[src/rtl/imem_loader.sv]
// imem_loader: boot-time instruction loader.
// Takes a byte stream (16-bit LE word count N, then N little-endian 32-bit
// words), writes each assembled word into the instruction memory, and holds
// the core in reset until the whole program has loaded.
module imem_loader #(
    parameter int ADDR_WIDTH = 6
) (
    input  logic                  clk,
    input  logic                  reset,
    input  logic [7:0]            rx_data,
    input  logic                  rx_valid,
    output logic                  rx_ready,
    output logic                  imem_we,
    output logic [ADDR_WIDTH-1:0] imem_addr,
    output logic [31:0]           imem_wdata,
    output logic                  core_reset,
    output logic                  done,
    output logic                  error,
    output logic [ADDR_WIDTH:0]   word_count
);

    typedef enum logic [2:0] {
        S_LEN_LO,
        S_LEN_HI,
        S_DATA,
        S_WRITE,
        S_DONE,
        S_ERR
    } state_e;

    // Largest legal word count; compared at 17 bits so N = 0xFFFF cannot alias.
    localparam logic [16:0] CAPACITY = 17'd1 << ADDR_WIDTH;

    state_e                state_q, state_d;
    logic [15:0]           n_q, n_d;
    logic [1:0]            byte_idx_q, byte_idx_d;
    logic [ADDR_WIDTH:0]   word_count_q, word_count_d;
    logic [ADDR_WIDTH-1:0] addr_q, addr_d;
    logic [31:0]           wdata_q, wdata_d;

    logic                  xfer;
    logic [15:0]           n_full;
    logic                  last_word;

    assign xfer      = rx_valid & rx_ready;
    assign n_full    = {rx_data, n_q[7:0]};
    assign last_word = (16'(word_count_q) + 16'd1) == n_q;

    // State register.
    // NOTE: sequential state is updated with non-blocking assignments so every
    // flop samples the pre-edge values regardless of statement order.
    always_ff @(posedge clk or posedge reset) begin
        if (reset) begin
            state_q <= S_LEN_LO;
        end else begin
            state_q <= state_d;
        end
    end

    // Next-state logic: advances on byte transfers, WRITE always lasts one cycle.
    // NOTE: the default assignment up front keeps every path assigned, so no
    // latch is inferred for the branches that do not mention state_d.
    always_comb begin
        state_d = state_q;
        case (state_q)
            S_LEN_LO: if (xfer) state_d = S_LEN_HI;
            S_LEN_HI: begin
                if (xfer) begin
                    if (n_full == 16'd0)                  state_d = S_DONE;
                    else if ({1'b0, n_full} > CAPACITY)   state_d = S_ERR;
                    else                                  state_d = S_DATA;
                end
            end
            S_DATA:   if (xfer && byte_idx_q == 2'd3) state_d = S_WRITE;
            S_WRITE:  state_d = last_word ? S_DONE : S_DATA;
            S_DONE:   state_d = S_DONE;
            S_ERR:    state_d = S_ERR;
            default:  state_d = S_LEN_LO;
        endcase
    end

    // Output decode: everything comes straight from the state register.
    always_comb begin
        rx_ready   = !reset && (state_q == S_LEN_LO || state_q == S_LEN_HI ||
                                state_q == S_DATA);
        imem_we    = (state_q == S_WRITE);
        done       = (state_q == S_DONE);
        error      = (state_q == S_ERR);
        core_reset = (state_q != S_DONE);
    end

    // Datapath next values: length capture, byte assembly, write address and count.
    always_comb begin
        n_d          = n_q;
        byte_idx_d   = byte_idx_q;
        word_count_d = word_count_q;
        addr_d       = addr_q;
        wdata_d      = wdata_q;
        case (state_q)
            S_LEN_LO: if (xfer) n_d[7:0]  = rx_data;
            S_LEN_HI: if (xfer) n_d[15:8] = rx_data;
            S_DATA: begin
                if (xfer) begin
                    wdata_d[{byte_idx_q, 3'b000} +: 8] = rx_data;
                    // 2-bit index wraps 3 -> 0 as the word completes.
                    byte_idx_d = byte_idx_q + 2'd1;
                    // Address is latched as WRITE is entered so it holds afterwards.
                    if (byte_idx_q == 2'd3) addr_d = word_count_q[ADDR_WIDTH-1:0];
                end
            end
            S_WRITE:  word_count_d = word_count_q + 1'b1;
            default:  ;
        endcase
    end

    // Datapath registers; a mid-load reset discards any partial word.
    always_ff @(posedge clk or posedge reset) begin
        if (reset) begin
            n_q          <= '0;
            byte_idx_q   <= '0;
            word_count_q <= '0;
            addr_q       <= '0;
            wdata_q      <= '0;
        end else begin
            n_q          <= n_d;
            byte_idx_q   <= byte_idx_d;
            word_count_q <= word_count_d;
            addr_q       <= addr_d;
            wdata_q      <= wdata_d;
        end
    end

    assign imem_addr  = addr_q;
    assign imem_wdata = wdata_q;
    assign word_count = word_count_q;

endmodule

[config.mk]
export PLATFORM = sky130hd
export DESIGN_NAME = imem_loader
export DESIGN_NICKNAME = d
export VERILOG_FILES = /design/src/rtl/imem_loader.sv
export SDC_FILE = /design/constraint.sdc
export NUM_CORES = 1
export LEC_CHECK = 0
export ABC_CLOCK_PERIOD_IN_PS = 5450
export CAP_MARGIN = 30
export CORE_MARGIN = 1.5
export CORE_UTILIZATION = 30
export CTS_BUF_LIST = sky130_fd_sc_hd__clkbuf_4 sky130_fd_sc_hd__clkbuf_8
export DETAILED_ROUTE_END_ITERATION = 7
export PLACE_DENSITY = 0.57
export SLEW_MARGIN = 0
export SYNTH_ARGS = -nofsm -noshare
export SYNTH_HDL_FRONTEND = slang
export SYNTH_SLANG_ARGS = --single-unit
[constraint.sdc]
create_clock -name clk -period 5.45 [get_ports clk]
set_input_delay 1.635 -clock clk [delete_from_list [all_inputs] [get_ports clk]]
set_output_delay 1.635 -clock clk [all_outputs]
set_load 0.01 [all_outputs]
==> results.py <==
metrics = {
    "run_status": {
        "status": "finished clean",
    },
    "yosys": {
        "syn_avg_cell_area_sq_um": 10.2,
        "ys_top_cells_by_area": "dfrtp_1 54%, nand2_1 9.6%, mux2_2 7.8%",
        "syn_nets": 317,
        "seq_area_frac_synth": 0.542,
        "yosys_register_bits": 66,
        "ys.flop_type": "dfrtp_1",
        "synth.distinct_cells": 39,
        "ys.warnings.count": 0,
        "async_reset_ff_frac": 1.00,
        "yosysTopAreaCell": "dfrtp_1",
        "netlist_instances": 300,
        "synth.top_cell.area_share": 0.542,
        "synth_area_sq_mm": 0.00305,
        "synth-edff-count": 0,
    },
    "worst_setup_path": {
        "cp-end-kind": "primary output",
        "crit_path_max_incr_delay_ns": 0.53,
        "cp.depth": 4,
        "worstPathMaxFanout": 3,
        "r2r_start": "word_count[0]$_DFFE_PP0P_",
        "cp_top_family": "buffers and inverters",
        "crit_type": "primary input to primary output",
        "rrSetupSlack_ns": 3.23,
        "r2r-end": "state_q[1]$_DFFE_PP0P_",
        "crit_top_cell": "clkdlybuf4s50_1",
        "path_cells": "clkdlybuf4s50_1, inv_2, and3_1, clkdlybuf4s50_1",
        "cp-start-kind": "primary input",
        "required_ns": 3.82,
        "critical_path_buf_inv_count": 3,
        "slowest_stage": "clkdlybuf4s50_1",
        "reg2reg_depth": 6,
        "cp.arrival_ns": 2.85,
    },
    "layout": {
        "drive_gt1_frac": 0.119,
        "fillers": 1015,
        "mostFrequentLayoutCells": "78 x nand2_1, 66 x dfrtp_1, 60 x clkdlybuf4s50_1",
        "synthToLayoutAreaGrowth_pct": 32.0,
        "final_nets": 381,
        "layout_commonest_cell": "nand2_1",
        "diodes": 0,
        "design_area_sq_mm": 0.00402,
    },
    "route": {
        "dr.pass1.iters": 4,
        "ant_nets": 0,
        "wl_um": 7320,
        "drt-initial-drc-count": 67,
        "viasPerCell": 4.67,
        "route.detailed.drc": 0,
        "num_vias": 2346,
        "wire_per_inst_um": 14.6,
    },
    "hold_path": {
        "hold_class": "register to register",
        "holdPathStages": 2,
        "min_to": "imem_addr[2]$_DFFE_PP0P_",
        "min_from": "imem_addr[2]$_DFFE_PP0P_",
    },
    "cts": {
        "cts_resized": 0,
        "clk_path_buf_depth": 2,
        "post_cts_buffers": 0,
        "cts_sinks": 66,
        "postCtsHoldBufs": 0,
        "clock_latency_ns": 0.34,
        "cts_buffers": 9,
        "cts_tree": "done",
        "clk_pin_slew_ns": 0.07,
        "htreeDepth": 3,
        "root_buffer": "clkbuf_8",
    },
    "sta": {
        "finalWorstSetupSlack_ns": 0.961,
        "hold_viol": 0,
        "skew_ns": 0.00729,
        "maxSlewViolCount": 0,
        "tightest_slew_ns": 1.05,
        "fin_crit_sh": 0.824,
        "fmax_ghz": 0.223,
        "finalSetupViolCount": 0,
        "tns_ns": 0,
        "fin_crit_ns": 4.49,
        "holdWs_ns": 0.479,
        "grt_setup_unrepaired": "false",
        "maxSlewHeadroom": 0.302,
    },
    "power_and_ir_drop": {
        "p_per_area_mw_per_mm2": 247,
        "peakVddDrop_v": 0.000117,
        "pwr-share-comb": 0.029,
        "switching_share": 0.207,
        "clkPwrFrac": 0.477,
        "p_sw_mw": 0.206,
        "power.leakage_nw": 1.79,
        "seqPwrFrac": 0.494,
        "p_int_mw": 0.786,
    },
    "global_route": {
        "grtUsageTotal": 0.142,
        "grt_max_degree": 68,
        "antenna_found_initial": 0,
        "grt_pass1_wl_um": 12000,
        "grt_overflow": 0,
        "grt_pass1_vias": 2316,
    },
    "floorplan": {
        "die_x_um": 104,
        "io_pins": 61,
        "die-area_sq_mm": 0.0108,
        "die_y_um": 104,
        "core_area_sq_mm": 0.00982,
        "rows": 36,
        "start_util": 0.310,
    },
    "place": {
        "pre_cts_slack_ns": 0.959,
        "gp_congestion": 0.719,
        "portBuffers": 60,
        "placed_cell_area_sq_mm": 0.00379,
        "place_hpwl_um": 4950,
    },
    "run": {
        "cap_viol_max_count": 0,
    },
}
==> how the worst max path moves through the flow <==
stage                from        to  slack [ns]
global placement    reset  rx_ready        0.98
detailed placement  reset  rx_ready        0.96
CTS                 reset  rx_ready        0.94
finish              reset  rx_ready        0.96
floorplan           reset  rx_ready        0.40
global route        reset  rx_ready        0.89
==> synth_stat cells (all sizes together) (3+ instances only) <==
master / instances
nor2b: 6
nor3: 6
nor4: 3
xnor2: 7
nand2: 78
nor3b: 5
clkbuf: 6
nor2: 8
ha: 6
mux2: 21
nand4: 3
xor2: 6
o21ai: 36
inv: 8
nand3: 8
dfrtp: 66
==> layout make-up <==
cell class	instances	area [sq um]	share of cell area
clock buffer	12	159	0.0395
clock inverter	4	73.8	0.0184
inverter	8	30.0	0.00747
multi-input combinational	218	1330	0.331
sequential	66	1650	0.411
tap	133	166	0.0414
timing repair buffer	61	608	0.151
==> tightest hold or removal path: stages (launching register included) <==
cell     delay (ns)
dfrtp_1        0.34
nand2_1        0.05
o21ai_0        0.06
==> cells by family (layout without fill, tap and decap cells) <==
logic type,Yosys count,in the layout,synth area share
AO/OA/AOI/OAI,47,47,0.0920
XOR/XNOR,13,13,0.0374
adder cells (fa/ha/maj),6,6,0.0246
buffers and inverters,16,85,0.0209
flip-flops,66,66,0.542
multiplexers,22,22,0.0809
AND/OR/NAND/NOR,130,130,0.202
==> power by group through the flow <==
stage / registers, mW / clock network (mW) / logic, mW
5_1_grt: 0.489 / 0.504 / 0.0327
4_1_cts: 0.489 / 0.484 / 0.0302
3_3_place_gp: 0.499 / 0 / 0.0297
6_report: 0.490 / 0.473 / 0.0292
2_1_floorplan: 0.499 / 0 / 0.00953
3_5_place_dp: 0.499 / 0 / 0.0302
==> stage by stage <==
step | power, mW | util | cells
after floorplan | 0.509 | - | 300
after global placement | 0.529 | 0.386 | 486
after detailed placement | 0.529 | 0.386 | 486
after CTS | 1.00 | 0.409 | 502
after global routing | 1.03 | 0.409 | 502
final | 0.991 | 0.409 | 502
==> layer usage <==
metal,up-vias,global-route usage,share of wire
met2,56,0.215,0.44
li1,1150,-,-
met5,-,0,0
met1,1129,0.188,0.49
met3,11,0.0365,0.050
met4,0,0.0704,0.023
==> registers in the layout, indices dropped and copies added (netlist names) <==
signal,cells
n_q,16
state_q,3
word_count,7
byte_idx_q,2
imem_wdata,32
imem_addr,6
No activity file was read; power rests on OpenSTA's default activity.
